## src/rtl/axi_llc_pkg.sv

```systemverilog
// Shared LLC types and helpers for the data-way SRAM responder and its scrubber.
package axi_llc_pkg;

    typedef struct packed {
        int unsigned IndexLength;
        int unsigned BlockOffsetLength;
        int unsigned BlockSize;
        int unsigned DataEccGranularity;
    } llc_cfg_t;

    // Small default geometry: 16 words of 64 bits, 16-bit parity granules.
    localparam llc_cfg_t LlcDefaultCfg = '{
        IndexLength:        32'd3,
        BlockOffsetLength:  32'd1,
        BlockSize:          32'd64,
        DataEccGranularity: 32'd16
    };

    // Read latency of the data macro in cycles.
    localparam int unsigned DataMacroLatency = 1;

    // Widest granule the parity helper can fold.
    localparam int unsigned MaxGranW = 1024;

    typedef enum logic [0:0] {
        SCRUB_IDLE,
        SCRUB_SCAN
    } scrub_state_e;

    // Even parity over the low gran_w bits of a granule.
    function automatic logic granule_parity(input logic [MaxGranW-1:0] gran,
                                            input int unsigned gran_w);
        logic p;
        p = 1'b0;
        for (int unsigned i = 0; i < MaxGranW; i++) begin
            if (i < gran_w) p = p ^ gran[i];
        end
        return p;
    endfunction

endpackage

```

## src/rtl/axi_llc_data_scrubber.sv

```systemverilog
// Background scrub sequencer: walks every address once per trigger, using idle
// port cycles and stealing one grant after ScrubMaxWait starved cycles.
module axi_llc_data_scrubber
    import axi_llc_pkg::*;
#(
    parameter int unsigned AW           = 4,
    parameter int unsigned ScrubMaxWait = 16
) (
    input  logic          clk_i,
    input  logic          rst_ni,
    input  logic          trigger_i,
    input  logic          ram_req_i,
    output logic          gnt_o,
    output logic          scrub_rd_o,
    output logic [AW-1:0] scrub_addr_o,
    output logic          busy_o
);

    localparam int unsigned CntW = (ScrubMaxWait > 0) ? $clog2(ScrubMaxWait + 1) : 1;
    localparam logic [CntW-1:0] CntMax = CntW'(ScrubMaxWait);

    scrub_state_e  state_q, state_d;
    logic [AW-1:0] addr_q, addr_d;
    logic [CntW-1:0] cnt_q, cnt_d;
    logic          steal;

    // State, scan address and starvation counter registers.
    always_ff @(posedge clk_i) begin
        if (!rst_ni) begin
            state_q <= SCRUB_IDLE;
            addr_q  <= '0;
            cnt_q   <= '0;
        end else begin
            state_q <= state_d;
            addr_q  <= addr_d;
            cnt_q   <= cnt_d;
        end
    end

    // Next state, scrub read slot selection and grant stealing.
    always_comb begin
        state_d    = state_q;
        addr_d     = addr_q;
        cnt_d      = cnt_q;
        steal      = 1'b0;
        scrub_rd_o = 1'b0;
        case (state_q)
            SCRUB_IDLE: begin
                addr_d = '0;
                cnt_d  = '0;
                if (trigger_i) state_d = SCRUB_SCAN;
            end
            SCRUB_SCAN: begin
                // Steal depends only on registered state so the grant never
                // combinationally follows the request.
                steal      = (ScrubMaxWait != 0) && (cnt_q == CntMax);
                scrub_rd_o = !ram_req_i || steal;
                if (scrub_rd_o) begin
                    cnt_d  = '0;
                    addr_d = addr_q + 1'b1;
                    if (addr_q == '1) begin
                        state_d = SCRUB_IDLE;
                        addr_d  = '0;
                    end
                end else if (cnt_q != CntMax) begin
                    cnt_d = cnt_q + 1'b1;
                end
            end
            default: state_d = SCRUB_IDLE;
        endcase
    end

    assign gnt_o        = !steal;
    assign scrub_addr_o = addr_q;
    assign busy_o       = (state_q == SCRUB_SCAN);

endmodule

```

## src/rtl/axi_llc_data_sram_resp.sv

```systemverilog
// SRAM responder for one LLC data way: single-port storage with byte-enabled
// writes, per-granule even parity, parity error injection and a scrubber.
module axi_llc_data_sram_resp
    import axi_llc_pkg::*;
#(
    parameter llc_cfg_t    Cfg          = LlcDefaultCfg,
    parameter int unsigned SramBankNum  = (Cfg.DataEccGranularity == 0) ? 1 :
                                          Cfg.BlockSize / Cfg.DataEccGranularity,
    parameter int unsigned ScrubMaxWait = 16,
    localparam int unsigned AW          = Cfg.IndexLength + Cfg.BlockOffsetLength,
    localparam int unsigned DW          = Cfg.BlockSize
) (
    input  logic                   clk_i,
    input  logic                   rst_ni,
    input  logic                   ram_req_i,
    input  logic                   ram_we_i,
    input  logic [AW-1:0]          ram_addr_i,
    input  logic [DW-1:0]          ram_wdata_i,
    input  logic [DW/8-1:0]        ram_be_i,
    output logic                   ram_gnt_o,
    output logic [DW-1:0]          ram_data_o,
    output logic                   ram_data_multi_err_o,
    input  logic [SramBankNum-1:0] scrub_trigger_i,
    output logic                   scrub_busy_o,
    output logic [SramBankNum-1:0] scrub_uncorrectable_o,
    input  logic                   inj_valid_i,
    input  logic [AW-1:0]          inj_addr_i,
    input  logic [SramBankNum-1:0] inj_mask_i
);

    localparam int unsigned GW    = DW / SramBankNum;
    localparam int unsigned Depth = 2 ** AW;

    if (DataMacroLatency != 1) begin : gen_latency_check
        $error("axi_llc_data_sram_resp supports a data macro latency of 1 only");
    end
    if ((DW % SramBankNum) != 0 || (DW % 8) != 0) begin : gen_granule_check
        $error("block size must split evenly into bytes and parity granules");
    end

    function automatic logic [SramBankNum-1:0] word_parity(input logic [DW-1:0] w);
        logic [SramBankNum-1:0] p;
        p = '0;
        for (int g = 0; g < SramBankNum; g++) begin
            p[g] = granule_parity(MaxGranW'(w[g*GW +: GW]), GW);
        end
        return p;
    endfunction

    logic [DW-1:0]          mem_q [Depth];
    logic [SramBankNum-1:0] par_q [Depth];

    logic [DW-1:0]          bit_en, cur_word, merged;
    logic [SramBankNum-1:0] touched, wpar, inj_par_base;
    logic                   port_wr, port_rd;
    logic                   scrub_rd;
    logic [AW-1:0]          scrub_addr;

    logic [DW-1:0]          ram_data_p1;
    logic                   multi_err_p1;
    logic [SramBankNum-1:0] scrub_bad_p1;

    axi_llc_data_scrubber #(
        .AW           (AW),
        .ScrubMaxWait (ScrubMaxWait)
    ) i_scrubber (
        .clk_i        (clk_i),
        .rst_ni       (rst_ni),
        .trigger_i    (|scrub_trigger_i),
        .ram_req_i    (ram_req_i),
        .gnt_o        (ram_gnt_o),
        .scrub_rd_o   (scrub_rd),
        .scrub_addr_o (scrub_addr),
        .busy_o       (scrub_busy_o)
    );

    // Byte merge and parity of the touched granules for a port write, plus the
    // parity base that an injection in the same cycle flips.
    always_comb begin
        bit_en  = '0;
        touched = '0;
        for (int i = 0; i < DW; i++) bit_en[i] = ram_be_i[i/8];
        cur_word = mem_q[ram_addr_i];
        merged   = (ram_wdata_i & bit_en) | (cur_word & ~bit_en);
        for (int g = 0; g < SramBankNum; g++) touched[g] = |bit_en[g*GW +: GW];
        wpar     = (word_parity(merged) & touched) | (par_q[ram_addr_i] & ~touched);
        port_wr  = ram_req_i && ram_gnt_o && ram_we_i;
        port_rd  = ram_req_i && ram_gnt_o && !ram_we_i;
        inj_par_base = (port_wr && (ram_addr_i == inj_addr_i)) ? wpar : par_q[inj_addr_i];
    end

    // Storage update: port write first, injection flips parity on top of it.
    always_ff @(posedge clk_i) begin
        if (!rst_ni) begin
            for (int d = 0; d < Depth; d++) begin
                mem_q[d] <= '0;
                par_q[d] <= '0;
            end
        end else begin
            if (port_wr) begin
                mem_q[ram_addr_i] <= merged;
                par_q[ram_addr_i] <= wpar;
            end
            if (inj_valid_i) par_q[inj_addr_i] <= inj_par_base ^ inj_mask_i;
        end
    end

    // Stage p1: read data and parity check held until the next granted read;
    // scrubber mismatch pulses last exactly one cycle.
    always_ff @(posedge clk_i) begin
        if (!rst_ni) begin
            ram_data_p1  <= '0;
            multi_err_p1 <= 1'b0;
            scrub_bad_p1 <= '0;
        end else begin
            if (port_rd) begin
                ram_data_p1  <= mem_q[ram_addr_i];
                multi_err_p1 <= |(par_q[ram_addr_i] ^ word_parity(mem_q[ram_addr_i]));
            end
            scrub_bad_p1 <= scrub_rd ? (par_q[scrub_addr] ^ word_parity(mem_q[scrub_addr])) : '0;
        end
    end

    assign ram_data_o            = ram_data_p1;
    assign ram_data_multi_err_o  = multi_err_p1;
    assign scrub_uncorrectable_o = scrub_bad_p1;

endmodule

```

## config.mk

```make
export PLATFORM = sky130hd
export DESIGN_NAME = axi_llc_data_sram_resp
export DESIGN_NICKNAME = d
export VERILOG_FILES = /design/src/rtl/axi_llc_pkg.sv /design/src/rtl/axi_llc_data_scrubber.sv /design/src/rtl/axi_llc_data_sram_resp.sv
export SDC_FILE = /design/constraint.sdc
export NUM_CORES = 2
export LEC_CHECK = 0
export BUFFER_PORTS_ARGS = -buffer_cell sky130_fd_sc_hd__buf_2
export CORE_ASPECT_RATIO = 1.1
export CORE_MARGIN = 4
export CORE_UTILIZATION = 50
export CTS_BUF_LIST = sky130_fd_sc_hd__clkbuf_16
export DETAILED_ROUTE_END_ITERATION = 10
export PLACE_DENSITY = 0.69
export SYNTH_ARGS = -nofsm -noshare
export SYNTH_HDL_FRONTEND = slang
export SYNTH_HIERARCHICAL = 1
export SYNTH_SLANG_ARGS = --single-unit --ignore-timing --ignore-initial --compat-mode --unroll-limit 50000
```

## constraint.sdc

```tcl
create_clock -name clk_i -period 5.1 [get_ports clk_i]
set_clock_uncertainty 0.05 [all_clocks]
set_input_delay 0.51 -clock clk_i [delete_from_list [all_inputs] [get_ports clk_i]]
set_output_delay 0.51 -clock clk_i [all_outputs]
set_load 0.01 [all_outputs]
```

### Word level (Yosys, flattened, before mapping)

Memory sizes are Yosys's and may differ from the RTL's. A register that Yosys moved wholly into a read port is not among the register bits.
Index checks and enable logic that the tools add are counted.

* memories kept: 2
* register bits: 79
* memory bits (writable): 1088

* $add $sub $neg: 2
* muxes and demuxes: 225
* bitwise logic cells: 192
* reduce and logical (&&, ||, !) cells: 18
* eq/ne operators: 6

Memory list
* mem_q: depth 16, width 64, rd ports 2, clocked after memory_dff 1, write ports 16, RTL line axi_llc_data_sram_resp.sv:50 `logic [DW-1:0] mem_q [Depth];`
* par_q: depth 16, width 4, rd ports 3, clocked after memory_dff 1, write ports 16, RTL line axi_llc_data_sram_resp.sv:51 `logic [SramBankNum-1:0] par_q [Depth];`

Operators with widths (number)
* two-way mux 1 bit: 207
* XOR 1 bit: 180
* AND 64 bit: 2
* two-way mux 64 bit: 1
* NOT 64 bit: 1
* bitwise OR 64 bit: 1
* OR reduction 64 bit: 1
* two-way mux 4 bit: 12
* OR reduction 4 bit: 4
* XOR 4 bit: 3
* two-way mux 5 bit: 2
* one-hot mux 5 bit (2 select lines): 1
* AND 4 bit: 2
* one-hot mux 4 bit (2 select lines): 1
* OR reduction 2 bit: 4
* adder 5 x 1 -> 5 bit, second input constant: 1
* equality test 5 bit, second input constant: 1
* inequality test 5 bit, second input constant: 1
* adder 4 x 1 -> 4 bit, second input constant: 1
* equality test 4 bit: 1
* equality test 4 bit, second input constant: 1
* logical AND 1 bit: 4
* NOT 4 bit: 1
* bitwise OR 4 bit: 1
* other kinds (7): 9

### Logic depth before layout (Yosys ltp)

* depth after elaboration: 54
* depth in mapped cells: 20
* gate-level depth less buffers: 13

### Modules after synthesis

Netlist, hierarchy kept.

By module, submodules not included
* axi_llc_data_sram_resp: sequential area each 34052.7 µm², cells an instance 4312, instances 1, area an instance 61783.0 µm²
* axi_llc_data_scrubber: sequential area each 200.2 µm², cells an instance 54, instances 1, area an instance 509.2 µm²

### Least setup slack after synthesis

No wires, ideal clock.

* path type: in2reg
* start point: input port ram_addr_i[2]
* end point: memory mem_q[6][0] in the netlist's numbering (enable)
* required time: 4.362 ns
* setup time: 0.688 ns
* arrival: 4.634 ns
* cell stages on the path: 14
* buffers on the path: 10
* path slack: -0.272 ns
* cells stage by stage: buf_2 -> inv_1 -> buf_2 -> buf_1 -> buf_2 -> buf_2 -> buf_2 -> buf_2 -> buf_2 -> nor3_1 -> nand2_1 -> clkbuf_1 -> buf_1 -> nand2_1

RTL lines
* from (decl): RTL line axi_llc_data_sram_resp.sv:17 `input logic [AW-1:0] ram_addr_i,`
* to (decl): RTL line axi_llc_data_sram_resp.sv:50

==> metrics.cfg <==
[outcome]
outcome=complete, no violations

[finish]
syn_to_final_growth_pct=12.01
nets=4561
drive_gt1_share_pct=29.07
antenna_cells=0

[floorplanning]
io_pins=164
initial_core_util_pct=50.45
die_h_um=378.2
die_area_um2=130300
std_cell_rows=135
core_um2=123500
fp.dieW_um=344.5

[synthesis]
synth_edf_count=1088
syn_area_per_cell_um2=14.27
synth.distinct_cells=64
synth_fp_nets=4462
ys_warn_count=6
ys_ff_latch=1167
async_reset_ff_share_pct=0
syn_inst=4366
yosysSeqAreaShare_pct=54.99
ys.flop_type=edfxtp_1
synth_area_um2=62290

[power_and_ir_drop]
p_total_mw=23.73
power_leakage_nw=24.66
max-vdd-ir-drop_mv=0.3171
powerDensity_nw_per_um2=340.1

[timing]
slew_headroom_pct=15.00
fin_setup_tns_ns=0
finalSetupViolations=0
rsz0062_at_grt=no
hold_viol_final=0
layout_min_cycle_time_ns=4.309
fin_crit_sh_pct=84.49
holdWs_ns=0.04639
worst-slew-pin-transition_ns=1.272
drv_slew=0
fmax_mhz=232.1

[route]
wl_per_cell_um=33.09
finalWirelength_mm=205.6
drt_iter0_markers=6435
drc=0
drtAntennaViolNets=0
vias=42020
drt_pass1_iterations=8
vias_per_cell=6.763

[global_route]
overflow=0
grt_pass1_vias=42339
antenna_found_initial=1
grt_first_pass_wirelength_mm=295.9
grt_max_degree=67
track_usage_pct=31.79

[setup_path]
path_max_fanout=16
required_ns=5.58
arrival_ns=4.79
critPathKind=flop to flop
endpoint_kind=flop
slowest_delay_ns=0.62
crit_path_top_delay_cell=o21ai_0
critPathBufInv=0
startpoint_type=flop
path_cells=mux4_2 -> xor2_1 -> mux4_2 -> o21ai_0 -> xnor3_1 -> xnor2_1 -> xnor3_1 -> o31a_2 -> xnor2_4 -> mux2_2
path_delay_family=XOR/XNOR gates

[run]
maxCapViolations=0

[place]
finalWeightedCongestion=0.9401
io_buffers=163
place_hpwl_mm=124.9

[clock_tree]
clock_latency_ns=0.77
cts-htree-levels=3
cts_tree=done
cts_hold_buf=0
cts_root_buf=clkbuf_16
cts_setup_buffers=0
numCtsBuffers=120
clockBufferDepth=3
clk_pin_slew_ns=0.07
cts.repair.resized=0
cts.sinks=1167

[min_path]
holdCritPathClass=primary input to flop

-- final cells by class --
cell class | instances | area, um2
clock buffers | 128 | 3203
fillers | 9691 | 53700
flip-flops and latches | 1167 | 34270
inverters | 14 | 56.30
well taps | 1644 | 2057
clock inverters | 98 | 709.4
multi-input cells | 2779 | 26340
repair buffers | 383 | 3138
-- layout by cell type (no fill, tap or decap), types with 28 or more instances in the layout --
cell type,Yosys,final
o21ai_0,31,31
inv_1,13,33
xor2_1,84,84
dfxtp_1,79,75
nand2_1,202,170
clkbuf_16,0,128
xnor2_1,160,160
mux2i_1,132,132
nand3_1,67,67
buf_12,0,51
nand2_4,0,32
nor2_1,1141,1140
mux4_2,647,647
clkinv_2,0,28
mux2_2,34,34
edfxtp_1,1088,1088
a21oi_1,104,104
buf_4,11,170
buf_2,48,159
-- worst min-delay path, delay by kind of cell --
kind                   cells  cell delay, ns
buffers and inverters      1            0.15
AND/OR/NAND/NOR            1            0.10
AO/OA/AOI/OAI              1            0.05
-- final timing paths --
kind | end | startpoint | slack (ns) | cells after the start
worst max-delay path | par_q[0][0] | mem_q[11][2] | 0.79 | 10
worst min register to register | ram_data_o[26] | ram_data_o[26] | 0.40 | 2
worst min-delay path | i_scrubber/scrub_addr_o[1] | ram_req_i | 0.05 | 3
worst max register to register | par_q[0][0] | mem_q[11][2] | 0.79 | 10
-- logic make-up (layout without fill, tap and decap cells) --
group | Yosys count | count (layout) | synth area share, %
AOI/OAI and AO/OA | 225 | 225 | 2.205
xor gates and xnor gates | 251 | 251 | 3.700
adders and majority gates | 3 | 3 | 0.06026
buffers and inverters | 420 | 623 | 3.125
DFF | 1167 | 1167 | 54.99
muxes | 832 | 832 | 26.64
and+or+nand+nor | 1468 | 1468 | 9.278
-- flip-flops by register name, indices dropped and copies added (netlist names) --
name and flops:
scrub_uncorrectable_o 4, par_q 64, ram_data_o 64, i_scrubber/scrub_addr_o 4, ram_data_multi_err_o 1, i_scrubber/busy_o 1, i_scrubber/cnt_q 5, mem_q 1024
-- cells in the mapped netlist (all sizes together), types with 2 or more instances --
| cell | instances | area share (%) |
|---|---|---|
| nand4 | 2 | 0.020 |
| nor3 | 5 | 0.040 |
| or3 | 8 | 0.088 |
| clkbuf | 222 | 1.3 |
| a221oi | 2 | 0.028 |
| nand2 | 202 | 1.2 |
| a22oi | 7 | 0.084 |
| mux2i | 149 | 2.6 |
| buf | 184 | 1.7 |
| inv | 14 | 0.084 |
| edfxtp | 1088 | 52 |
| nor2b | 18 | 0.18 |
| o22ai | 13 | 0.23 |
| o31ai | 4 | 0.048 |
| a211oi | 11 | 0.13 |
| nand2b | 3 | 0.030 |
| and2 | 10 | 0.10 |
| nor2 | 1141 | 6.9 |
| nor4 | 2 | 0.020 |
| o31a | 3 | 0.044 |
| xor2 | 84 | 1.2 |
| o21ai | 59 | 0.50 |
| mux2 | 34 | 0.61 |
| o21a | 9 | 0.11 |
| and3 | 4 | 0.040 |
| xnor3 | 5 | 0.18 |
| nand3 | 67 | 0.54 |
| xnor2 | 162 | 2.3 |
| mux4 | 649 | 23 |
| ha | 3 | 0.060 |
| or2 | 3 | 0.030 |
| a21oi | 105 | 0.85 |
| a31oi | 2 | 0.030 |
| dfxtp | 79 | 2.5 |
| a22o | 2 | 0.028 |
-- metrics by stage --
step	utilization, %	cells	setup WS (ns)	cell area, um2
final	56.51	6213	0.7908	69770
after global routing	56.51	6213	0.6679	69770
after detailed placement	53.34	5987	0.2158	65860
after CTS	56.51	6213	0.7910	69770
after floorplan	-	4366	0.1412	62330
after global placement	53.34	5987	0.2712	65860
-- power by group --
group / switching (mW) / internal, mW
sequential: 0.214 / 10.8
clock: 3.92 / 4.89
combinational: 2.35 / 1.54
total: 6.48 / 17.2
-- layer usage --
metal / wire (um) / part of all wire [%] / track usage [%]
met3: 25800 / 13 / 6.537
met4: 11930 / 5.8 / 15.60
met5: 16 / 0.0078 / 0
met1: 69680 / 34 / 41.64
met2: 98180 / 48 / 51.01
Note: power is estimated with default switching activity, not from simulation.
